===== config.mk =====
export PLATFORM = sky130hd
export DESIGN_NAME = wb_stage
export DESIGN_NICKNAME = d
export VERILOG_FILES = /design/src/rtl/wb_stage.sv
export SDC_FILE = /design/constraint.sdc
export NUM_CORES = 1
export LEC_CHECK = 0
export ABC_AREA = 1
export BUFFER_PORTS_ARGS = -buffer_cell sky130_fd_sc_hd__buf_2
export CORE_MARGIN = 2
export CORE_UTILIZATION = 46
export DETAILED_ROUTE_END_ITERATION = 10
export HOLD_SLACK_MARGIN = 0.03
export PLACE_DENSITY = 0.78
export RECOVER_POWER = 50
export SLEW_MARGIN = 20
export SYNTH_ARGS = -nofsm -noshare
export SYNTH_HDL_FRONTEND = slang
export SYNTH_SLANG_ARGS = --single-unit

===== constraint.sdc =====
create_clock -name clk -period 1.7 [get_ports clk]
set_clock_uncertainty 0.2 [all_clocks]
set_input_delay 0.425 -clock clk [delete_from_list [all_inputs] [get_ports clk]]
set_output_delay 0.425 -clock clk [all_outputs]
set_load 0.005 [all_outputs]

===== src/rtl/wb_stage.sv =====
// MEM/WB pipeline register with load extraction and writeback mux.
// Optional retire counter enabled by defining WB_RETIRE_CNT_EN.
module wb_stage (
    input  logic        clk,
    input  logic        rst,
    input  logic        mem_valid,
    input  logic        mem_rfwr,
    input  logic [4:0]  mem_rd,
    input  logic [1:0]  mem_wdsel,
    input  logic [31:0] mem_alu,
    input  logic [31:0] mem_ldata,
    input  logic [31:0] mem_pc,
    input  logic [2:0]  mem_dmtype,
    input  logic [1:0]  mem_addr_lo,
    input  logic        stall,
    input  logic        flush,
    output logic        rf_wr,
    output logic [4:0]  rf_a3,
    output logic [31:0] rf_wd,
    output logic        wb_valid,
    output logic [31:0] wb_pc
`ifdef WB_RETIRE_CNT_EN
    ,
    output logic [31:0] retire_cnt
`endif
);

    typedef enum logic [2:0] {
        DM_LW  = 3'b000,
        DM_LH  = 3'b001,
        DM_LHU = 3'b010,
        DM_LB  = 3'b011,
        DM_LBU = 3'b100
    } dmtype_e;

    logic        valid_q, valid_d;
    logic        rfwr_q, rfwr_d;
    logic [4:0]  rd_q, rd_d;
    logic [31:0] data_q, data_d;
    logic [31:0] pc_q, pc_d;

    logic [15:0] half;
    logic [7:0]  byte_sel;
    logic [31:0] load_val;
    logic [31:0] wdata;

    always_comb begin
        half     = mem_addr_lo[1] ? mem_ldata[31:16] : mem_ldata[15:0];
        byte_sel = 8'h00;
        case (mem_addr_lo)
            2'd0: byte_sel = mem_ldata[7:0];
            2'd1: byte_sel = mem_ldata[15:8];
            2'd2: byte_sel = mem_ldata[23:16];
            2'd3: byte_sel = mem_ldata[31:24];
            default: byte_sel = 8'h00;
        endcase
        case (dmtype_e'(mem_dmtype))
            DM_LH:   load_val = {{16{half[15]}}, half};
            DM_LHU:  load_val = {16'h0000, half};
            DM_LB:   load_val = {{24{byte_sel[7]}}, byte_sel};
            DM_LBU:  load_val = {24'h000000, byte_sel};
            default: load_val = mem_ldata;
        endcase
    end

    always_comb begin
        case (mem_wdsel)
            2'b01:   wdata = load_val;
            2'b10:   wdata = mem_pc + 32'd4;
            default: wdata = mem_alu;
        endcase
    end

    // rst is applied in the flop block; here flush beats stall beats capture.
    always_comb begin
        valid_d = valid_q;
        rfwr_d  = rfwr_q;
        rd_d    = rd_q;
        data_d  = data_q;
        pc_d    = pc_q;
        if (flush) begin
            valid_d = 1'b0;
            rfwr_d  = 1'b0;
            rd_d    = 5'd0;
            data_d  = 32'h0;
            pc_d    = 32'h0;
        end else if (!stall) begin
            valid_d = mem_valid;
            rfwr_d  = mem_rfwr;
            rd_d    = mem_rd;
            data_d  = wdata;
            pc_d    = mem_pc;
        end
    end

    always_ff @(posedge clk) begin
        if (rst) begin
            valid_q <= 1'b0;
            rfwr_q  <= 1'b0;
            rd_q    <= 5'd0;
            data_q  <= 32'h0;
            pc_q    <= 32'h0;
        end else begin
            valid_q <= valid_d;
            rfwr_q  <= rfwr_d;
            rd_q    <= rd_d;
            data_q  <= data_d;
            pc_q    <= pc_d;
        end
    end

    always_comb begin
        rf_wr    = valid_q & rfwr_q & (rd_q != 5'd0);
        rf_a3    = rf_wr ? rd_q : 5'd0;
        rf_wd    = rf_wr ? data_q : 32'h0;
        wb_valid = valid_q;
        wb_pc    = valid_q ? pc_q : 32'h0;
    end

`ifdef WB_RETIRE_CNT_EN
    logic [31:0] retire_cnt_q, retire_cnt_d;

    always_comb begin
        retire_cnt_d = retire_cnt_q;
        if (!flush && !stall && mem_valid)
            retire_cnt_d = retire_cnt_q + 32'd1;
    end

    always_ff @(posedge clk) begin
        if (rst) retire_cnt_q <= 32'h0;
        else     retire_cnt_q <= retire_cnt_d;
    end

    assign retire_cnt = retire_cnt_q;
`endif

endmodule


==> results.sh, run 1 <==
export IMPL_place_ws_ps=-396.0
export IMPL_finalCriticalPeriod_ps=2082
export IMPL_outcome="finished with violations"
export IMPL_drt_iter0_drc=701
export IMPL_yosysMostFrequentCell="nand2_1"
export IMPL_irDropWorstVdd_mv=0.4808
export IMPL_synth_top_cell_area_share_pct=27.69
export IMPL_crit_slowest_cell="dfxtp_2"
export IMPL_synth_xor_area_share_pct=0
export IMPL_wl_um=20560
export IMPL_drv_cap=0
export IMPL_ys_warn_count=0
export IMPL_route_antenna_remaining_nets=0
export IMPL_worst_hold_path_type="in2reg"
export IMPL_r2r_end="wb_valid"
export IMPL_grt_max_degree=60
export IMPL_setup_viol=78
export IMPL_synth_commonest_cells="nand2_1, inv_1, a21oi_1"
export IMPL_path_class="reg2out"
export IMPL_ys_flop_type="dfxtp_1"
export IMPL_synthSimpleGateAreaFrac_pct=39.36
export IMPL_crit_end="rf_wd[16]"
export IMPL_yosys_area_share_adder_pct=0.7312
export IMPL_fin_ws_ps=-382.0
export IMPL_syn_nets=1021
export IMPL_layout_drive_gt1_share_pct=36.87
export IMPL_dr_pass1_iters=8
export IMPL_worstMarginPinSlew_ps=634.5
export IMPL_reg2reg_depth=5
export IMPL_cts_sinks=71
export IMPL_grt_pass1_wl_um=31240
export IMPL_coreArea_sq_mm=0.01089
export IMPL_drv_slew=0
export IMPL_vias_per_cell=5.355
export IMPL_final_core_util_pct=69.33
export IMPL_synth_top_family_by_area="simple AND/OR/NAND/NOR gates"
export IMPL_path_cells="nor3_2 -> nand3_1 -> nand2_2 -> buf_12 -> nor2_1 -> buf_2"
export IMPL_required_ps=1070
export IMPL_worstReg2RegStart="wb_valid"
export IMPL_met3WireLength_um=1689
export IMPL_clockBufferDepth=2
export IMPL_clk_latency_ps=360
export IMPL_wl_met2_um=9781
export IMPL_violations="setup timing"
export IMPL_num_vias=6962
export IMPL_crit_path_start="rd_q[1]"
export IMPL_post_dp_hpwl_um=14970
export IMPL_synth_cell_types=28
export IMPL_critical_path_max_fanout=33
export IMPL_portBuffers=184
export IMPL_io_pins=185
export IMPL_critical_path_max_stage_delay_ps=330
export IMPL_rrSetupSlack_ps=440
export IMPL_power_density_mw_per_mm2=628.2
export IMPL_async_flop_share_pct=0
export IMPL_finalHoldViolCount=0
export IMPL_h_tree_depth=3
export IMPL_grt_pass1_vias=6463
export IMPL_clockRootBuffer="clkbuf_8"
export IMPL_m1WireLength_um=8075
export IMPL_max_freq_mhz=480.3
export IMPL_routabilityCongestion=0.9906
export IMPL_syn_inst=904
export IMPL_antenna_found_initial=2
export IMPL_fin_crit_sh_pct=122.5
export IMPL_fp_dieH_um=109.6
export IMPL_crit_arrival_ps=1460
export IMPL_final_area_sq_mm=0.007548
export IMPL_synth_area_sq_mm=0.005134
export IMPL_place_area_sq_mm=0.006825
export IMPL_slew_headroom_pct=57.70
export IMPL_hold_buffers=0
export IMPL_synthToLayoutAreaGrowth_pct=47.04
export IMPL_top_layer="met4"
export IMPL_clk_pin_slew_ps=90
export IMPL_grt_overflow=0
export IMPL_drc=0
export IMPL_start_util_pct=47.15
export IMPL_tritoncts="done"
export IMPL_synth_compound_area_share_pct=18.84
export IMPL_ys_ff_latch=71
export IMPL_rsz0062_at_grt="true"
export IMPL_synth_area_leaders="dfxtp_1, nand2_1, a21oi_1, nand3_1, inv_1"
export IMPL_routedWlPerCell_um=15.81
export IMPL_worstSetupStartpointType="flip-flop"
export IMPL_dieWidth_um=109.6
export IMPL_synth_top_area_cell="dfxtp_1"
export IMPL_crit_path_end_kind="primary output"
export IMPL_synth_edf_count=0
export IMPL_dieArea_sq_mm=0.01202
export IMPL_seq_area_frac_synth_pct=27.69
export IMPL_finalNetCount=1270
export IMPL_cts_buffers=9
export IMPL_num_rows=38
export IMPL_grt_usage_pct=33.82
export IMPL_p_leak_nw=4.012
export IMPL_avgSynthCellArea_sq_um=5.679
export IMPL_synthMuxAreaShare_pct=0
## registers in the layout, summed over array words and instances (netlist names)
name and count:
rfwr_q 1, rd_q 5, data_q 32, wb_valid 1
pc_q 32
## critical path: cells and delay by family, from the launching register on
family / cells / cell delay (ps)
buf+inv: 2 / 320
simple gates: 4 / 430
flops: 1 / 330
## repair_timing
action / 4_1_cts / 5_1_grt
gates resized for setup: 60 / 73
cloned: 5 / 0
pin swaps: 3 / 4
setup buffers: 7 / 2
endpoints found under the setup margin: 72 / 89
## power breakdown
part / internal [mW] / leakage, nW / switching (mW)
clock: 0.999 / 0.126 / 0.767
sequential: 1.73 / 0.582 / 0.0457
combinational: 0.490 / 3.30 / 0.706
total: 3.22 / 4.01 / 1.52
## through the flow
step | hold slack (ps) | cells | power (mW) | TNS, ps
CTS | 101.7 | 1301 | 4.714 | -19220
global placement | 252.7 | 1274 | 2.902 | -6342
floorplan | 245.4 | 904 | 2.384 | -1406
global route | 127.9 | 1300 | 4.944 | -26790
finish | 122.6 | 1300 | 4.742 | -20640
detailed placement | 255.6 | 1274 | 2.909 | -7250
## per-layer routing
layer	global-route usage [%]	vias up
li1	-	3362
met1	41.99	3145
met2	56.17	380
met3	5.572	75
met4	17.54	0
met5	0	-
## how the worst min path moves through the flow
stage / startpoint / cells past startpoint / to / slack, ps
CTS: mem_valid / 3 / wb_valid / 100
global route: mem_valid / 3 / wb_valid / 130
floorplan: pc_q[0] / 2 / pc_q[0] / 250
finish: mem_rfwr / 3 / rfwr_q / 120
detailed placement: pc_q[12] / 2 / pc_q[12] / 260
global placement: pc_q[12] / 2 / pc_q[12] / 250
## final cells by class
class                      count  area, sq um
clock inverter                 7        127.6
timing repair buffer         283         1881
tap                          140        175.2
sequential                    71         1428
multi-input combinational    657         3314
antenna                        2        5.005
fill                        1044         3339
inverter                     131        494.2
clock buffer                   9        123.9
## cell usage in the layout (no fill, tap or decap), types with 2 or more instances in the layout
cell	instances
nor2_1	80
buf_4	82
diode_2	2
nand2_2	27
buf_2	171
or2_2	15
buf_12	9
a21oi_1	98
a21oi_2	3
inv_6	2
nor2_2	13
dfxtp_1	68
inv_1	100
o21ai_1	8
buf_6	16
nand4_1	2
clkbuf_2	2
nand2_4	19
ha_4	2
dfxtp_2	2
inv_2	28
o21ai_0	80
nand3_1	91
nand2_1	197
nor2_4	8
clkinv_1	2
bufinv_16	3
clkbuf_8	9
nand3_2	7
## cell families (layout without fill, tap and decap cells)
family                   count (synthesis)  after routing
flip-flops                              71             71
AO/OA/AOI/OAI                          191            191
AND/OR/NAND/NOR                        463            463
other                                    0              2
buffers and inverters                  176            430
adder cells (fa/ha/maj)                  3              3
Note: power is estimated with default switching activity, not from simulation.
==> run 2: changes to the inputs <==
--- a/config.mk
+++ b/config.mk
@@ -11,7 +11,8 @@
 export CORE_UTILIZATION = 46
 export DETAILED_ROUTE_END_ITERATION = 10
 export HOLD_SLACK_MARGIN = 0.03
-export PLACE_DENSITY = 0.78
+export MAX_ROUTING_LAYER = met4
+export PLACE_DENSITY = 0.86
 export RECOVER_POWER = 50
 export SLEW_MARGIN = 20
 export SYNTH_ARGS = -nofsm -noshare
==> results.sh, run 2 (synthesis gave the netlist of run 1 again) <==
export IMPL_rsz0062_at_grt="true"
export IMPL_m1WireLength_um=8373
export IMPL_clk_latency_ps=350
export IMPL_post_dp_hpwl_um=14590
export IMPL_drv_cap=0
export IMPL_outcome="finished with violations"
export IMPL_num_vias=7066
export IMPL_worstReg2RegStart="wb_valid"
export IMPL_critical_path_max_fanout=8
export IMPL_worstSetupStartpointType="flip-flop"
export IMPL_clockRootBuffer="clkbuf_8"
export IMPL_start_util_pct=47.15
export IMPL_mostFrequentLayoutCell="nand2_1"
export IMPL_drv_slew=0
export IMPL_met3WireLength_um=1724
export IMPL_fin_crit_sh_pct=125.3
export IMPL_power_density_mw_per_mm2=565.5
export IMPL_wl_um=20990
export IMPL_grt_overflow=0
export IMPL_required_ps=1070
export IMPL_num_rows=38
export IMPL_cts_sinks=71
export IMPL_coreArea_sq_mm=0.01089
export IMPL_path_class="reg2out"
export IMPL_h_tree_depth=3
export IMPL_finalHoldViolCount=0
export IMPL_place_ws_ps=-302.8
export IMPL_final_cell_mix="nand2_1, buf_2, a21oi_1"
export IMPL_setup_viol=81
export IMPL_max_freq_mhz=469.4
export IMPL_grt_max_degree=67
export IMPL_grt_pass1_wl_um=29530
export IMPL_crit_arrival_ps=1510
export IMPL_reg_top3="data_q x32, pc_q x32, rd_q x5"
export IMPL_finalNetCount=1261
export IMPL_grt_pass1_vias=6157
export IMPL_vias_per_cell=5.478
export IMPL_crit_path_end_kind="primary output"
export IMPL_tritoncts="done"
export IMPL_dr_pass1_iters=6
export IMPL_cts_buffers=9
export IMPL_wl_met2_um=10040
export IMPL_fp_dieH_um=109.6
export IMPL_setup_tns_ps=-24640
export IMPL_reg2reg_depth=6
export IMPL_finalCriticalPeriod_ps=2130
export IMPL_synthToLayoutAreaGrowth_pct=48.45
export IMPL_drc=0
export IMPL_violations="setup timing"
export IMPL_irDropWorstVdd_mv=0.3929
export IMPL_min_delay_start="mem_rfwr"
export IMPL_clockBufferDepth=2
export IMPL_top_layer="met4"
export IMPL_grt_usage_pct=32.54
export IMPL_clk_pin_slew_ps=100
export IMPL_route_antenna_remaining_nets=0
export IMPL_rrSetupSlack_ps=290
export IMPL_worst_hold_path_type="in2reg"
export IMPL_portBuffers=184
export IMPL_drt_iter0_drc=748
export IMPL_hold_end="rfwr_q"
export IMPL_io_pins=185
export IMPL_routedWlPerCell_um=16.27
export IMPL_antenna_found_initial=0
export IMPL_routabilityCongestion=1.026
export IMPL_worstMarginPinSlew_ps=726.3
export IMPL_slew_headroom_pct=51.58
export IMPL_r2r_end="wb_valid"
export IMPL_dieArea_sq_mm=0.01202
export IMPL_p_leak_nw=4.167
export IMPL_hold_path_depth=3
export IMPL_fin_ws_ps=-430.3
export IMPL_dieWidth_um=109.6
export IMPL_layout_drive_gt1_share_pct=37.08
-- run 2: changes by cell type in the layout (fill, tap and decap cells not counted), moves of 2 or more --
cell / before / now
buf_6: 16 / 24
inv_2: 28 / 39
inv_1: 100 / 90
buf_4: 82 / 70
nand2_4: 19 / 35
nor2_1: 80 / 82
bufinv_16: 3 / 0
clkbuf_16: 0 / 4
nand2_2: 27 / 11
clkinvlp_4: 0 / 3
buf_2: 171 / 163
-- run 2: routing by layer --
| layer | track usage (%) | vias up |
|---|---|---|
| met3 | 4.149 | 78 |
| li1 | - | 3349 |
| met5 | - | - |
| met2 | 53.57 | 442 |
| met1 | 40.57 | 3197 |
| met4 | 12.75 | 0 |
-- run 2: critical path: stages (launching register included) --
cell,delay [ps]
dfxtp_2,340
nor3_2,180
nand3_1,140
nand2_4,140
buf_6,160
nor2_1,60
buf_2,120
-- run 2: worst max-delay path by stage --
stage | start | endpoint | slack, ps | depth (start not counted)
2_1_floorplan | wb_valid | rf_wr | -50 | 6
3_3_place_gp | mem_pc[2] | data_q[28] | -260 | 12
4_1_cts | rd_q[1] | rf_wd[21] | -370 | 6
5_1_grt | rd_q[1] | rf_wd[21] | -450 | 6
3_5_place_dp | mem_pc[2] | data_q[28] | -300 | 12
6_report | rd_q[1] | rf_a3[0] | -430 | 6
-- run 2: cell type report --
class	count	area, sq um
fillers	973	3267
clock buffers	9	123.9
inverters	131	495.5
multi-input cells	657	3368
diodes	1	2.502
clock inverters	7	61.31
flip-flops and latches	71	1428
repair buffers	274	1967
well taps	140	175.2
-- run 2: where the power goes --
part | switching (mW) | total (mW) | internal (mW)
combinational | 0.705 | 1.20 | 0.500
sequential | 0.0534 | 1.79 | 1.73
clock | 0.760 | 1.32 | 0.558
total | 1.52 | 4.31 | 2.79
-- run 2: through the flow --
step	instance area (sq um)	power, mW	hold slack, ps	util [%]	std cells
floorplan	5169	2.384	245.4	-	904
global placement	6760	2.886	252.0	62.09	1262
detailed placement	6760	2.899	256.3	62.09	1262
CTS	7088	4.210	99.54	65.10	1283
global route	7619	4.509	145.2	69.97	1289
finish	7621	4.309	135.8	70.00	1290
-- run 2: timing repair --
action / 4_1_cts / 5_1_grt
buffers inserted: 3 / 4
setup endpoints to repair: 71 / 86
pin swaps: 2 / 5
gates resized for setup: 25 / 134
gates cloned: 2 / 4
hold buffers: 0 / 0
==> run 3: changes to the inputs <==
--- a/config.mk
+++ b/config.mk
@@ -8,11 +8,11 @@
 export ABC_AREA = 1
 export BUFFER_PORTS_ARGS = -buffer_cell sky130_fd_sc_hd__buf_2
 export CORE_MARGIN = 2
-export CORE_UTILIZATION = 46
+export CORE_UTILIZATION = 30
 export DETAILED_ROUTE_END_ITERATION = 10
 export HOLD_SLACK_MARGIN = 0.03
 export MAX_ROUTING_LAYER = met4
-export PLACE_DENSITY = 0.86
+export PLACE_DENSITY = 0.63
 export RECOVER_POWER = 50
 export SLEW_MARGIN = 20
 export SYNTH_ARGS = -nofsm -noshare
==> results.sh, run 3 (synthesis gave the netlist of run 1 again) <==
export IMPL_outcome="finished with violations"
export IMPL_p_int_mw=3.439
export IMPL_grt_overflow=0
export IMPL_drt_iter0_drc=503
export IMPL_critical_path_max_fanout=32
export IMPL_setup_tns_ps=-15670
export IMPL_tritoncts="done"
export IMPL_start_util_pct=30.85
export IMPL_fp_dieH_um=134.8
export IMPL_clk_latency_ps=340
export IMPL_io_pins=185
export IMPL_rsz0062_at_grt="true"
export IMPL_synthToLayoutAreaGrowth_pct=56.89
export IMPL_worst_hold_path_type="in2reg"
export IMPL_grt_usage_pct=23.98
export IMPL_crit_arrival_ps=1430
export IMPL_clockRootBuffer="clkbuf_16"
export IMPL_finalCriticalPeriod_ps=2054
export IMPL_vias_per_cell=4.903
export IMPL_worstSetupStartpointType="flip-flop"
export IMPL_final_area_sq_mm=0.008054
export IMPL_setup_viol=68
export IMPL_power_density_mw_per_mm2=627.9
export IMPL_fin_crit_sh_pct=120.8
export IMPL_hold_ws_ps=130.0
export IMPL_place_area_sq_mm=0.006940
export IMPL_coreArea_sq_mm=0.01664
export IMPL_required_ps=1070
export IMPL_finalNetCount=1275
export IMPL_grt_pass1_vias=6295
export IMPL_clockBufferDepth=2
export IMPL_p_leak_nw=4.293
export IMPL_routedWlPerCell_um=15.83
export IMPL_post_dp_hpwl_um=16920
export IMPL_portBuffers=184
export IMPL_reg_top3="data_q x32, pc_q x32, rd_q x5"
export IMPL_clockPowerShare_pct=39.0
export IMPL_num_rows=47
export IMPL_antennaDiodeCount=0
export IMPL_crit_path_end_kind="primary output"
export IMPL_worstReg2RegStart="wb_valid"
export IMPL_num_vias=6781
export IMPL_grt_max_degree=57
export IMPL_p_comb_share_pct=25.7
export IMPL_finalHoldViolCount=0
export IMPL_cts_buffers=9
export IMPL_p_sw_share_pct=32.00
export IMPL_cts_sinks=71
export IMPL_drv_slew=0
export IMPL_min_delay_start="mem_rfwr"
export IMPL_irDropWorstVdd_mv=0.4008
export IMPL_routabilityCongestion=1.057
export IMPL_layout_drive_gt1_share_pct=39.47
export IMPL_antenna_found_initial=0
export IMPL_crit_path_start="rd_q[1]"
export IMPL_place_ws_ps=-346.3
export IMPL_dieWidth_um=134.8
export IMPL_mostFrequentLayoutCell="nand2_1"
export IMPL_grt_pass1_wl_um=32580
export IMPL_slew_headroom_pct=52.32
export IMPL_fin_ws_ps=-354.0
export IMPL_dieArea_sq_mm=0.01818
export IMPL_violations="setup timing"
export IMPL_clk_pin_slew_ps=60
export IMPL_route_antenna_remaining_nets=0
export IMPL_power_total_mw=5.057
export IMPL_drc=0
export IMPL_h_tree_depth=3
export IMPL_seqPwrFrac_pct=35.3
export IMPL_power_switching_mw=1.618
export IMPL_dr_pass1_iters=5
export IMPL_worstMarginPinSlew_ps=715.1
export IMPL_path_class="reg2out"
export IMPL_final_cell_mix="nand2_1, buf_2, a21oi_1"
export IMPL_wl_um=21890
export IMPL_drv_cap=0
export IMPL_max_freq_mhz=486.8
-- run 3: cell count changes in the layout (fill, tap and decap cells not counted), moves of 4 or more --
cell / change
nor2_1: -4
o21ai_2: +5
buf_4: +14
buf_12: +4
clkbuf_8: -9
o21ai_1: -4
nand2_2: +8
clkbuf_16: +6
nor2_4: +4
inv_2: -4
nand2_1: -7
-- run 3: final cells by class --
class,count,area (sq um)
Clock buffer,9,225.2
Clock inverter,7,78.83
Fill cell,1771,8588
Inverter,131,503.0
Multi-Input combinational cell,658,3478
Sequential cell,71,1428
Tap cell,220,275.3
Timing Repair Buffer,287,2066
-- run 3: final timing paths --
kind	to	slack (ps)	depth (start not counted)
worst max register to register	wb_valid	400	5
worst min register to register	pc_q[6]	280	2
worst min-delay path	rfwr_q	130	3
worst max-delay path	rf_wd[27]	-350	6
-- run 3: per-layer routing --
layer | wire length [um] | global-route usage, % | vias to the layer above
met2 | 10410 | 39.00 | 270
met3 | 1361 | 2.440 | 45
met4 | 618 | 9.006 | 0
li1 | - | - | 3381
met1 | 9500 | 30.83 | 3085
met5 | 0 | - | -
-- run 3: metrics by stage --
stage / utilization (%) / std cells
after floorplan: - / 904
after global placement: 41.70 / 1352
after detailed placement: 41.70 / 1352
after CTS: 45.06 / 1375
after global routing: 48.39 / 1383
final: 48.39 / 1383
-- run 3: worst max-delay path: stages (launching register included) --
cell,delay (ps)
dfxtp_2,320
nor3_2,160
nand3_1,100
nand2_2,100
buf_12,190
nor2_1,80
buf_2,130
-- run 3: power by group through the flow --
stage,Sequential (mW),Combinational [mW],Clock [mW]
after floorplan,1.80,0.588,0
after global placement,1.81,1.16,0
after detailed placement,1.81,1.16,0
after CTS,1.77,1.20,1.99
after global routing,1.79,1.43,2.06
final,1.78,1.30,1.97
-- run 3: repair_timing --
action	4_1_cts	5_1_grt
hold buffers	0	0
resized for setup	44	148
gates cloned	4	2
endpoints found under the setup margin	69	98
pin swaps	1	16
buffers inserted	3	8
